===== config.mk =====
export PLATFORM = sky130hd
export DESIGN_NAME = relu_stream_ctrl_flat
export DESIGN_NICKNAME = d
export VERILOG_FILES = /design/src/rtl/cnn_pkg.sv /design/src/rtl/relu_stream_ctrl_if.sv /design/src/rtl/relu_stream_ctrl_skid_fifo2.sv /design/src/rtl/relu_stream_ctrl.sv /design/src/flat_wrapper.sv
export SDC_FILE = /design/constraint.sdc
export NUM_CORES = 1
export LEC_CHECK = 0
export CAP_MARGIN = 20
export CORE_MARGIN = 2
export CORE_UTILIZATION = 45
export DETAILED_ROUTE_END_ITERATION = 10
export PLACE_DENSITY = 0.7
export SYNTH_ARGS = -nofsm -noshare
export SYNTH_HDL_FRONTEND = slang
export SYNTH_HIERARCHICAL = 1
export SYNTH_SLANG_ARGS = --single-unit

===== constraint.sdc =====
create_clock -name clk -period 3.2 [get_ports clk]
set_input_delay 0.64 -clock clk [delete_from_list [all_inputs] [get_ports clk]]
set_output_delay 0.64 -clock clk [all_outputs]
set_load 0.03 [all_outputs]

===== src/rtl/cnn_pkg.sv =====
`default_nettype none
// ============================================================================
//  Module      : cnn_pkg
//  Description : Shared types, default dimensions and the ReLU helper used by
//                the CNN activation-stage blocks.
//  Revision    : 1.0
// ============================================================================
package cnn_pkg;

    localparam int unsigned c_DATA_W = 8;
    localparam int unsigned c_H      = 256;
    localparam int unsigned c_W      = 256;
    localparam int unsigned c_C      = 64;

    typedef enum logic [1:0] {
        IDLE  = 2'd0,
        RUN   = 2'd1,
        DRAIN = 2'd2,
        DONE  = 2'd3
    } state_t;

    // Signed max(x, 0) on a two's-complement element.
    function automatic logic [c_DATA_W-1:0] relu(input logic [c_DATA_W-1:0] x);
        return ($signed(x) < 0) ? '0 : x;
    endfunction

endpackage
`default_nettype wire


===== src/rtl/relu_stream_ctrl_if.sv =====
`default_nettype none
// ============================================================================
//  Module      : relu_stream_ctrl_if
//  Description : Valid/ready element stream carrying ReLU results downstream.
//  Revision    : 1.0
// ============================================================================
interface relu_stream_ctrl_if #(
    parameter int unsigned DATA_W = 8
);
    logic              m_valid;
    logic [DATA_W-1:0] m_data;
    logic              m_last;
    logic              m_ready;

    modport master (
        output m_valid,
        output m_data,
        output m_last,
        input  m_ready
    );

    modport slave (
        input  m_valid,
        input  m_data,
        input  m_last,
        output m_ready
    );
endinterface
`default_nettype wire


===== src/rtl/relu_stream_ctrl_skid_fifo2.sv =====
`default_nettype none
// ============================================================================
//  Module      : skid_fifo2
//  Description : Two-entry FIFO with data+last payload and synchronous flush.
//  Revision    : 1.0
// ============================================================================
module skid_fifo2 #(
    parameter int unsigned DATA_W = 8
) (
    input  wire logic              clk,
    input  wire logic              rst,
    input  wire logic              i_flush,
    input  wire logic              i_push,
    input  wire logic [DATA_W-1:0] i_push_data,
    input  wire logic              i_push_last,
    input  wire logic              i_pop,
    output logic      [1:0]        o_count,
    output logic                   o_empty,
    output logic      [DATA_W-1:0] o_data,
    output logic                   o_last
);

    logic [DATA_W-1:0] r_data [2];
    logic              r_last [2];
    logic              r_wr_ptr;
    logic              r_rd_ptr;
    logic [1:0]        r_count;
    logic              w_do_push;
    logic              w_do_pop;

    assign w_do_pop  = i_pop & (r_count != 2'd0);
    assign w_do_push = i_push & (~r_count[1] | w_do_pop);

    always_ff @(posedge clk or posedge rst) begin
        if (rst) begin
            r_data[0] <= '0;
            r_data[1] <= '0;
            r_last[0] <= 1'b0;
            r_last[1] <= 1'b0;
            r_wr_ptr  <= 1'b0;
            r_rd_ptr  <= 1'b0;
            r_count   <= 2'd0;
        end else if (i_flush) begin
            r_wr_ptr  <= 1'b0;
            r_rd_ptr  <= 1'b0;
            r_count   <= 2'd0;
        end else begin
            if (w_do_push) begin
                r_data[r_wr_ptr] <= i_push_data;
                r_last[r_wr_ptr] <= i_push_last;
                r_wr_ptr         <= ~r_wr_ptr;
            end
            if (w_do_pop) begin
                r_rd_ptr <= ~r_rd_ptr;
            end
            case ({w_do_push, w_do_pop})
                2'b10:   r_count <= r_count + 2'd1;
                2'b01:   r_count <= r_count - 2'd1;
                default: r_count <= r_count;
            endcase
        end
    end

    // The head slot is never the write slot while occupied, so the head holds.
    assign o_data  = r_data[r_rd_ptr];
    assign o_last  = r_last[r_rd_ptr];
    assign o_count = r_count;
    assign o_empty = (r_count == 2'd0);

endmodule
`default_nettype wire


===== src/rtl/relu_stream_ctrl.sv =====
`default_nettype none
// ============================================================================
//  Module      : relu_stream_ctrl
//  Description : Walks an H x W x C int8 feature map, applies ReLU and streams
//                the results over valid/ready, counting zero-clipped elements.
//  Revision    : 1.0
// ============================================================================
module relu_stream_ctrl
    import cnn_pkg::*;
#(
    parameter int unsigned DATA_W = c_DATA_W,
    parameter int unsigned H      = c_H,
    parameter int unsigned W      = c_W,
    parameter int unsigned C      = c_C,
    parameter int unsigned ADDR_W = 22,
    parameter int unsigned CNT_W  = 23
) (
    input  wire logic              clk,
    input  wire logic              rst,
    input  wire logic              start,
    input  wire logic              abort,
    output logic                   rd_en,
    output logic      [ADDR_W-1:0] rd_addr,
    input  wire logic [DATA_W-1:0] rd_data,
    relu_stream_ctrl_if.master     m_if,
    output logic                   busy,
    output logic                   done,
    output logic      [CNT_W-1:0]  clip_cnt
);

    localparam logic [ADDR_W-1:0] c_LAST_ADDR = ADDR_W'(H * W * C - 1);

    state_t            r_state;
    state_t            w_state_nxt;
    logic [ADDR_W-1:0] r_addr;
    logic              r_inflight;
    logic              r_inflight_last;
    logic [CNT_W-1:0]  r_clip_cnt;

    logic [1:0]        w_fifo_count;
    logic              w_fifo_empty;
    logic              w_pop;
    logic              w_push;
    logic              w_active;
    logic              w_kill;
    logic              w_go;
    logic              w_at_last;
    logic [2:0]        w_occ;
    logic [1:0]        w_left;
    logic [DATA_W-1:0] w_relu;
    logic              w_neg;

    assign w_pop     = m_if.m_valid & m_if.m_ready;
    assign w_active  = (r_state == RUN) || (r_state == DRAIN);
    assign w_kill    = abort & w_active;
    assign w_go      = start & ~abort & ((r_state == IDLE) || (r_state == DONE));
    assign w_at_last = (r_addr == c_LAST_ADDR);
    assign w_push    = r_inflight & ~w_kill;
    assign w_neg     = rd_data[DATA_W-1];

    // Credits: buffered + in-flight elements after this cycle's pop.
    assign w_occ  = {1'b0, w_fifo_count} + {2'b00, r_inflight} - {2'b00, w_pop};
    assign w_left = w_fifo_count - {1'b0, w_pop};

    generate
        if (DATA_W == c_DATA_W) begin : g_relu_pkg
            assign w_relu = relu(rd_data);
        end else begin : g_relu_generic
            assign w_relu = w_neg ? '0 : rd_data;
        end
    endgenerate

    always_comb begin
        w_state_nxt = r_state;
        rd_en       = 1'b0;
        busy        = 1'b0;
        done        = 1'b0;
        case (r_state)
            IDLE: begin
                if (w_go) begin
                    w_state_nxt = RUN;
                end
            end
            RUN: begin
                busy  = 1'b1;
                rd_en = ~abort & (w_occ < 3'd2);
                if (w_kill) begin
                    w_state_nxt = IDLE;
                end else if (rd_en && w_at_last) begin
                    w_state_nxt = DRAIN;
                end
            end
            DRAIN: begin
                busy = 1'b1;
                if (w_kill) begin
                    w_state_nxt = IDLE;
                end else if (!r_inflight && (w_left == 2'd0)) begin
                    w_state_nxt = DONE;
                end
            end
            DONE: begin
                done        = 1'b1;
                w_state_nxt = w_go ? RUN : IDLE;
            end
            default: w_state_nxt = IDLE;
        endcase
    end

    always_ff @(posedge clk or posedge rst) begin
        if (rst) begin
            r_state         <= IDLE;
            r_addr          <= '0;
            r_inflight      <= 1'b0;
            r_inflight_last <= 1'b0;
            r_clip_cnt      <= '0;
        end else begin
            r_state         <= w_state_nxt;
            r_inflight      <= rd_en;
            r_inflight_last <= rd_en & w_at_last;
            if (w_go) begin
                r_addr     <= '0;
                r_clip_cnt <= '0;
            end else begin
                if (rd_en && !w_at_last) begin
                    r_addr <= r_addr + ADDR_W'(1);
                end
                if (w_push && w_neg) begin
                    r_clip_cnt <= r_clip_cnt + CNT_W'(1);
                end
            end
        end
    end

    skid_fifo2 #(
        .DATA_W (DATA_W)
    ) u_fifo (
        .clk         (clk),
        .rst         (rst),
        .i_flush     (w_kill),
        .i_push      (w_push),
        .i_push_data (w_relu),
        .i_push_last (r_inflight_last),
        .i_pop       (w_pop),
        .o_count     (w_fifo_count),
        .o_empty     (w_fifo_empty),
        .o_data      (m_if.m_data),
        .o_last      (m_if.m_last)
    );

    assign m_if.m_valid = ~w_fifo_empty;
    assign rd_addr      = r_addr;
    assign clip_cnt     = r_clip_cnt;

endmodule
`default_nettype wire


===== src/flat_wrapper.sv =====
// flat-port wrapper written by rule: the top's interface ports become plain ports
module relu_stream_ctrl_flat import cnn_pkg::*;
#(
    parameter int unsigned DATA_W = c_DATA_W,
    parameter int unsigned H      = c_H,
    parameter int unsigned W      = c_W,
    parameter int unsigned C      = c_C,
    parameter int unsigned ADDR_W = 22,
    parameter int unsigned CNT_W  = 23
)
  (clk, rst, start, abort, rd_en, rd_addr, rd_data, busy, done, clip_cnt, m_if_m_valid, m_if_m_data, m_if_m_last, m_if_m_ready);
  relu_stream_ctrl_if #(.DATA_W(DATA_W)) m_if_i ();
  input  wire logic clk;
  input  wire logic rst;
  input  wire logic start;
  input  wire logic abort;
  output logic rd_en;
  output logic      [ADDR_W-1:0] rd_addr;
  input  wire logic [DATA_W-1:0] rd_data;
  output logic busy;
  output logic done;
  output logic      [CNT_W-1:0] clip_cnt;
  output wire logic [$bits(m_if_i.m_valid)-1:0] m_if_m_valid;
  output wire logic [$bits(m_if_i.m_data)-1:0] m_if_m_data;
  output wire logic [$bits(m_if_i.m_last)-1:0] m_if_m_last;
  input wire logic [$bits(m_if_i.m_ready)-1:0] m_if_m_ready;
  assign m_if_m_valid = m_if_i.m_valid;
  assign m_if_m_data = m_if_i.m_data;
  assign m_if_m_last = m_if_i.m_last;
  assign m_if_i.m_ready = m_if_m_ready;
  relu_stream_ctrl #(.DATA_W(DATA_W), .H(H), .W(W), .C(C), .ADDR_W(ADDR_W), .CNT_W(CNT_W)) u_core (.clk(clk), .rst(rst), .start(start), .abort(abort), .rd_en(rd_en), .rd_addr(rd_addr), .rd_data(rd_data), .m_if(m_if_i), .busy(busy), .done(done), .clip_cnt(clip_cnt));
endmodule

# Yosys cells after proc, flatten, opt, wreduce, memory -nomap -nowiden
# Cells that the tools add are included.
# word_totals
wordCells	105
rom_bits	0
n_memories	0
latchBits	0
out_inout_bits	58
inputBits	13
regBits	71
ram_bits	0
# op_classes
n_mux	33
n_lt_le_gt_ge	5
div_mod_pow	0
reduce_logical	21
n_eq_ne	9
add_sub_neg	7
shifts	0
bitwise_logic	18
n_mul	0
# ops
op	count
$mux 23	2
$mux 22	2
$mux 8	5
$add 23x1->23 const B	1
$add 22x1->22 const B	1
$eq 22x22->1 const B	1
$bwmux 16	1
$mux 1	12
$mux 2	6
$reduce_bool 2->1	5
$and 1x1->1	9
$demux 8 s1	1
$lt 8x1->1 const B	1
$pmux 2 s4	1
$eq 2x2->1 const B	3
$logic_not 2->1	3
$ne 3x2->1 const B	2
$not 1->1	6
$logic_and 1x1->1	5
$eq 2x1->1 const B	2
$ge 2x2->1 const B	2
$not 1->2	2
$pmux 2 s2	1
$add 2x1->3	1
other kinds (16)	18

# Longest topological paths before layout
# depth
word_depth	10
depth_mapped	12

# Modules after synthesis
# Netlist, hierarchy kept.
# modules_own_cells
mod	cells_each	instances	area_per_inst_um2	seq_area_each_um2
relu_stream_ctrl	308	1	2810.2	1226.2
skid_fifo2	74	1	1069.8	550.5

# Worst setup path after synthesis
# OpenSTA, ideal clock, no wires.
# synth_path
path_kind	reg-to-reg
from	register u_core.u_fifo.r_count[1], in the netlist u_core/u_fifo/o_count[1]
to	register u_core.r_addr[18], in the netlist u_core/rd_addr[18]
setup_slack_ps	265
synth_period_minus_slack_ps	2935
setup_ps	78
path_buffers	0
path_stages_with_launch	13
t_required_ps	3122
arrival_time_ps	2857
path_cell_list	dfrtp_1 > nor2_1 > nand2b_1 > inv_1 > nand2b_1 > inv_1 > fa_1 > xor2_1 > nand3b_1 > inv_1 > nand4b_1 > or3_1 > a21oi_1
# synth_via
elab_chain_len	9
word_cells_on_any_way	10
cone_classes	add/sub (2); order compare (1); mux (1); bitwise (3); reduce/logical (3)
# synth_lines
element	line_no	rtl
start: declaration	relu_stream_ctrl_skid_fifo2.sv:27	logic [1:0] r_count;
start signal: assignment	relu_stream_ctrl_skid_fifo2.sv:57	2'b10: r_count <= r_count + 2'd1;
start signal: assignment	relu_stream_ctrl_skid_fifo2.sv:58	2'b01: r_count <= r_count - 2'd1;
start signal: assignment	relu_stream_ctrl_skid_fifo2.sv:59	default: r_count <= r_count;
$logic_not 2->1	relu_stream_ctrl_skid_fifo2.sv:68	assign o_empty = (r_count == 2'd0);
net u_core.w_fifo_empty	relu_stream_ctrl.sv:41	logic w_fifo_empty;
$not 1->1	relu_stream_ctrl.sv:150	assign m_if.m_valid = ~w_fifo_empty;
$and 1x1->1	relu_stream_ctrl.sv:53	assign w_pop = m_if.m_valid & m_if.m_ready;
net u_core.w_pop	relu_stream_ctrl.sv:42	logic w_pop;
$sub 3x1->3	relu_stream_ctrl.sv:62	assign w_occ = {1'b0, w_fifo_count} + {2'b00, r_inflight} - {2'b00, w_pop};
$lt 3x2->1	relu_stream_ctrl.sv:86	rd_en = ~abort & (w_occ < 3'd2);
$and 1x1->1	relu_stream_ctrl.sv:86	
$mux 1	relu_stream_ctrl.sv:78	case (r_state)
net rd_en	flat_wrapper.sv:17	output logic rd_en;
$logic_and 1x1->1	relu_stream_ctrl.sv:124	if (rd_en && !w_at_last) begin
$reduce_bool 2->1 (no line)	-	
end signal: assignment	relu_stream_ctrl.sv:125	r_addr <= r_addr + ADDR_W'(1);
end: declaration	relu_stream_ctrl.sv:35	logic [ADDR_W-1:0] r_addr;
# The timed path passes the listed nets, and every way through them passes these cells.
# A chain may end at the register's enable or synchronous reset.

# Worst setup path in the final report
# layout_path
from	input m_if_m_ready
to	output rd_en
# layout_via
elab_chain_len	5
# layout_lines
element	line_no	rtl
start: declaration	flat_wrapper.sv:26	input wire logic [$bits(m_if_i.m_ready)-1:0] m_if_m_ready;
$and 1x1->1	relu_stream_ctrl.sv:53	
$sub 3x1->3	relu_stream_ctrl.sv:62	
$lt 3x2->1	relu_stream_ctrl.sv:86	
$and 1x1->1	relu_stream_ctrl.sv:86	
$mux 1	relu_stream_ctrl.sv:78	
end: declaration	flat_wrapper.sv:17	
# No other way between the ends.

==> run_results.csv <==
group,metric,value,unit
logic_synthesis,ys_ff_latch,71,
clock_network,clk_latency,0.34,ns
placed_design,dp.cells,558,
logic_synthesis,synthSimpleGateAreaFrac,0.228,
pwr,p_per_area,691,nW/um^2
routing,dr.pass1.iters,5,
timing,fin_skew,0.00893,ns
worst_setup_path,critPathRequiredTime,2.56,ns
pwr,max-vdd-ir-drop,0.000282,V
logic_synthesis,synth_edf_count,0,
timing,period_share,0.983,
finish,nNetsFinal,490,
logic_synthesis,syn-cell-area,3880,um^2
worst_setup_path,rrSetupSlack,0.30,ns
logic_synthesis,synth_cells,382,
finish,finalNonFillerCells,577,
timing,post-route-min-period,3.15,ns
logic_synthesis,async_flop_share,1.00,
timing,setup_ws,0.0531,ns
global_route,grt_usage,0.195,
timing,slew_viol_final,0,
finish,areaGrowthSynthToFinish,30.3,%
placed_design,dpl.hpwl,6180,um
die,dieArea,9380,um^2
clock_network,cts.htree.levels,3,
routing,routedWlPerCell,15.5,um
worst_setup_path,rr_endpoint,"u_core/rd_addr[11]$_DFFE_PP0P_",
clock_network,cts_sinks,71,
routing,ant_nets,0,
worst_setup_path,cp_slowest_cell,"clkdlybuf4s50_1",
clock_network,clock_path_buffers,2,
worst_hold_path,min_path_cells,1,
logic_synthesis,synth_top_family_by_area,"simple AND/OR/NAND/NOR gates",
clock_network,cts_made_buffers,9,
clock_network,root_buffer,"clkbuf_8",
worst_setup_path,rr_worst_depth,12,
logic_synthesis,yosysUniqueCellTypes,51,
clock_network,cts_tree,"yes",
die,coreArea,8300,um^2
flow_run,cap_violations,0,
die,fp.dieW,96.9,um
logic_synthesis,synthAdderAreaFrac,0.0310,
pwr,p_leak,2.19,nW
die,placementRows,33,
logic_synthesis,synth-compound-area-share,0.0790,
worst_setup_path,path_class,"input pin to output port",
routing,drc,0,
finish,drive_gt1_frac,0.169,
logic_synthesis,syn_area_per_cell,10.2,um^2
global_route,grt_pass1_wl,15100,um
die,start_util,0.468,
placed_design,place_congestion,0.843,
worst_setup_path,path_cells,"clkdlybuf4s50_1, nand2b_1, xnor2_2, nand2_1, fa_2, xor2_1, nand3b_1, inv_2, buf_6",
outcome,outcome,"complete, no violations",
clock_network,path_clk_slew,0.07,ns
placed_design,pre_cts_ws,-0.0460,ns
timing,slew_headroom,0.430,
placed_design,port_buffers,70,
global_route,grt_overflow,0,
clock_network,ctsHoldBuffers,0,
worst_setup_path,worst-path-max-fanout,4,
worst_hold_path,hold-path-endpoint,"u_core/u_fifo/r_last[0]$_DFFE_PP0P_",
timing,setup_viol,0,
global_route,antenna_found_initial,0,
routing,num_vias,3130,
die,die_h,96.9,um
logic_synthesis,synthMuxAreaShare,0.0974,
timing,timing.fmax,0.318,GHz
logic_synthesis,synth_xor_area_frac,0.0655,
logic_synthesis,yosysSeqAreaShare,0.458,
timing,tightest_slew,0.854,ns
routing,finalWirelength,8930,um
timing,hold_viol_final,0,
worst_setup_path,crit_arrival,2.51,ns
worst_setup_path,cp_slowest_stage_delay,0.46,ns
routing,drtIter0Drc,162,
global_route,grt_pass1_vias,3105,
worst_hold_path,hp-class,"register to register",
worst_setup_path,crit_path_start_kind,"input pin",
finish,num_antenna_cells,0,
logic_synthesis,yosysWarnings,6,
routing,via_per_inst,5.42,
worst_hold_path,min_from,"u_core/r_inflight_last$_DFF_PP0_",
die,ioPinCount,71,
global_route,grt_max_degree,33,
worst_setup_path,end_kind,"output port",
worst_setup_path,r2r-start,"u_core/u_fifo/o_count[0]$_DFFE_PP0P_",
logic_synthesis,synth_ff_type,"dfrtp_1",
[routing by layer]
metal | part of all wire | track usage | vias up
met5 | 0 | 0 | -
met4 | 0.011 | 0.0520 | 0
met3 | 0.044 | 0.0535 | 11
met2 | 0.47 | 0.297 | 81
met1 | 0.48 | 0.275 | 1528
li1 | - | - | 1510
[critical path: cells and delay by family]
kind / cells / cell delay [ns]
buffers and inverters: 3 / 0.73
and+or+nand+nor: 3 / 0.43
adders and majority gates: 1 / 0.34
xor gates and xnor gates: 2 / 0.37
[worst max-delay path by stage]
| stage | start | endpoint | slack, ns | depth (start not counted) |
|---|---|---|---|---|
| floorplan | u_core/u_fifo/o_count[1]$_DFFE_PP0P_ | u_core/rd_addr[18]$_DFFE_PP0P_ | 0.27 | 12 |
| global placement | m_if_m_ready | rd_en | 0.0002 | 9 |
| detailed placement | m_if_m_ready | u_core/rd_addr[9]$_DFFE_PP0P_ | -0.05 | 11 |
| CTS | m_if_m_ready | rd_en | 0.009 | 9 |
| global route | m_if_m_ready | rd_en | -0.04 | 9 |
| finish | m_if_m_ready | rd_en | 0.05 | 9 |
[sequential cells by signal (all words and copies together) (netlist names)]
name,count
u_core/clip_cnt,23
u_core/rd_addr,22
u_core/u_fifo/r_data,16
u_core/r_state,2
u_core/u_fifo/o_count,2
u_core/u_fifo/r_last,2
u_core/r_inflight,1
u_core/r_inflight_last,1
u_core/u_fifo/r_rd_ptr,1
u_core/u_fifo/r_wr_ptr,1
[cells in the mapped netlist, types with 10 or more instances]
master,instances,share of area
inv_1,18,0.017
mux2_2,18,0.052
nor2_1,33,0.032
nand3_1,16,0.021
a21oi_1,20,0.026
xnor2_1,23,0.052
o21ai_0,17,0.022
nand2_1,21,0.020
nor3_1,10,0.013
clkbuf_1,12,0.012
nand4_1,11,0.018
or3_1,13,0.021
dfrtp_1,71,0.46
[cells in the final DEF (no fill, tap or decap), types with 4 or more instances in the layout]
cell type	n
dfrtp_1	70
clkdlybuf4s50_1	69
nor2_1	33
xnor2_1	22
nand2_1	21
a21oi_1	20
buf_4	20
mux2_2	18
o21ai_0	17
inv_1	16
nand3_1	16
or3_1	13
nand4_1	11
nor3_1	10
clkbuf_8	9
nor2b_1	9
mux2_4	9
nor4_1	8
ha_1	8
xor2_1	6
nand2b_1	5
and3_1	5
bufinv_16	4
mux2i_1	4
[area by class of cell]
class	count	area [um^2]
clock inverters	6	134
inverters	19	71.3
repair buffers	90	852
clock buffers	9	124
flip-flops and latches	71	1780
well taps	105	131
fillers	703	3240
multi-input cells	277	1970
[metrics by stage]
stage / total power [mW] / utilization / area (um^2) / hold slack (ns) / setup TNS [ns]
floorplan: 2.07 / - / 3880 / 0.476 / 0
global placement: 2.48 / 0.573 / 4750 / 0.484 / 0
detailed placement: 2.51 / 0.573 / 4750 / 0.487 / -0.190
CTS: 3.46 / 0.604 / 5010 / 0.501 / 0
global route: 3.69 / 0.609 / 5060 / 0.515 / -0.0433
finish: 3.49 / 0.609 / 5060 / 0.498 / 0
[power by group]
part / switching, mW / total, mW / internal [mW]
clock network: 0.334 / 0.926 / 0.592
registers: 0.137 / 1.20 / 1.06
logic: 0.700 / 1.37 / 0.671
total: 1.17 / 3.49 / 2.32
[repair_timing]
| item | 4_1_cts | 5_1_grt |
|---|---|---|
| setup buffers | 0 | 4 |
| setup endpoints to repair | 1 | 1 |
| gates resized for setup | 1 | 4 |
| pin swaps | 0 | 1 |
[cells by family (layout without fill, tap and decap cells)]
family                     after synthesis  after routing
and+or+nand+nor                        154            154
DFF                                     71             71
AOI/OAI and AO/OA                       52             52
buffers and inverters                   35            124
muxes                                   31             31
xor gates and xnor gates                29             29
adders and majority gates                9              9
other                                    1              2
(Power assumes the default switching activity.)
==> RTL edit (same settings) <==
Re-encode `state_t` (4 states) as one-hot, 4 bits wide.
--- a/src/rtl/cnn_pkg.sv
+++ b/src/rtl/cnn_pkg.sv
@@ -12,11 +12,11 @@
     localparam int unsigned c_W      = 256;
     localparam int unsigned c_C      = 64;
 
-    typedef enum logic [1:0] {
-        IDLE  = 2'd0,
-        RUN   = 2'd1,
-        DRAIN = 2'd2,
-        DONE  = 2'd3
+    typedef enum logic [3:0] {
+        IDLE  = 4'b0001,
+        RUN   = 4'b0010,
+        DRAIN = 4'b0100,
+        DONE  = 4'b1000
     } state_t;
 
     // Signed max(x, 0) on a two's-complement element.
Function: no difference found for any inputs over 10 cycles, from zero or initial values and one cycle with rst high; not proved beyond that.
==> RTL edit against the unedited design <==
  * Area after synthesis rose by 2.0%
  * Sequential cell count rose by 2
  * Wire length rose by 2.1%
  * Clock skew rose by 0.0014 ns
  * Hold slack improved by 0.0030 ns
  * Design area rose by 2.2%
  * Setup slack improved by 0.18 ns
  * Total power fell by 24%
==> RTL edit: results (changes against the unedited design) <==
Setup path
  • Crit path DAT: 2.33 ns (-0.18 ns)
  • Slowest CP cell: dfrtp_1
  • R2R Setup Slk: 0.36 ns (+0.06 ns)
  • WP buf/inv: 6 (+3)
  • Reg-to-reg critical path endpoint: u_core/rd_addr[19]
  • CP Launch Point: u_core/u_fifo/o_count[1]
  • Slowest stage delay, CP: 0.38 ns (-0.08 ns)

Global route
  • Global-route wire length before repair: 15.6 mm (+3.7%)
  • Largest net degree at the start of global routing: 52 (+58%)
  • Global Route Usage Sum: 19.7% (+0.25 points)
  • Vias in the first global route: 3254 (+4.8%)

Final layout
  • Final non-filler cell total: 594 (+2.9%)
  • Seq cells: 73 (+2.8%)
  • Clock buffer count: 10 (+1)
  • Non-CTS inverters: 15 (-4)
  • Share of layout cells above drive strength 1: 17.3% (+0.33 points)
  • FF/Latch Area: 0.00183 mm^2 (+2.8%)
  • Filler cells: 763 (+8.5%)
  • Signal buffers: 92 (+2.2%)
  • Buffering overhead: 17.1% (+0.23 points)
  • Multi-input gate area: 0.00202 mm^2 (+2.7%)
  • Layout Nets: 498 (+1.6%)
  • Clk tree area frac: 4.70% (-0.40 points)

Synthesis
  • Post-synthesis sequential area ratio: 46.2% (+0.40 points)
  • Post-synth top cells: 72 x dfrtp_1, 42 x nor2_1, 25 x nand2_1
  • Xor/xnor share of the synthesized area: 7.75% (+1.2 points)
  • Multiplexer area fraction after synthesis: 8.79% (-0.95 points)
  • Mapped Cells: 390 (+2.1%)
  • Adder-Cell Fraction of Synth Area: 1.45% (-1.6 points)
  • Synth area leaders: dfrtp_1 46%, mux2_2 5.1%, xor2_1 4.2%

Placement
  • Pre-CTS setup slack: -0.114 ns (-0.0676 ns)
  • Post-DP Area: 0.00489 mm^2 (+2.9%)
  • Placed instance count: 577 (+3.4%)
  • DPL Wire Length: 6.42 mm (+3.9%)

Timing
  • Slew @ Worst Pin: 0.813 ns (-0.0410 ns)
  • WHS: 0.501 ns (+0.00304 ns)
  • Tcrit/Tclk final: 92.8% (-5.5 points)
  • Clock skew: 0.0103 ns (+0.00137 ns)

Routing
  • Drt pass-1 iters: 6 (+1)
  • Vias: 3246 (+3.7%)
  • Routed length per instance: 15.4 um (-0.79%)
  • Met2 WL: 4.32 mm (+3.0%)
  • Metal3 WL: 355 um (-11%)
  • WL met1: 4.32 mm (+1.8%)
  • DR iter-0 viols: 156 (-3.7%)

CTS
  • Clock Tree Buf Depth: 2 (unchanged)

Pwr
  • Worst vdd ir: 229 uV (-19%)

Worst hold path
  • Hold depth: 1 (unchanged)
  • Hold Path Sink: u_core/u_fifo/r_last[0]

Outcome
  • Status: finished clean
-- RTL edit: cell types whose count changed after synthesis, moves of 5 or more --
cell,change
xor2_1,+13
xnor2_1,-7
ha_1,-5
nor2_1,+9
nand4_1,+8
-- RTL edit: per-layer routing --
| layer | up-vias | GRT usage (%) |
|---|---|---|
| met4 | 0 | 7.80 |
| met1 | 1593 | 26.6 |
| met5 | - | 0 |
| met2 | 65 | 31.5 |
| met3 | 11 | 4.08 |
| li1 | 1577 | - |
-- RTL edit: power breakdown --
group | total [mW] | internal (mW) | switching, mW | leakage [nW]
logic | 0.753 | 0.374 | 0.379 | 1.11
clock network | 0.860 | 0.535 | 0.325 | 0.126
registers | 1.05 | 0.994 | 0.0611 | 1.01
total | 2.67 | 1.90 | 0.765 | 2.24
-- RTL edit: repair_timing --
action	4_1_cts	5_1_grt
hold buffers	0	0
endpoints found under the setup margin	1	1
resized for setup	1	7
pin swaps	0	4
buffers inserted	0	1
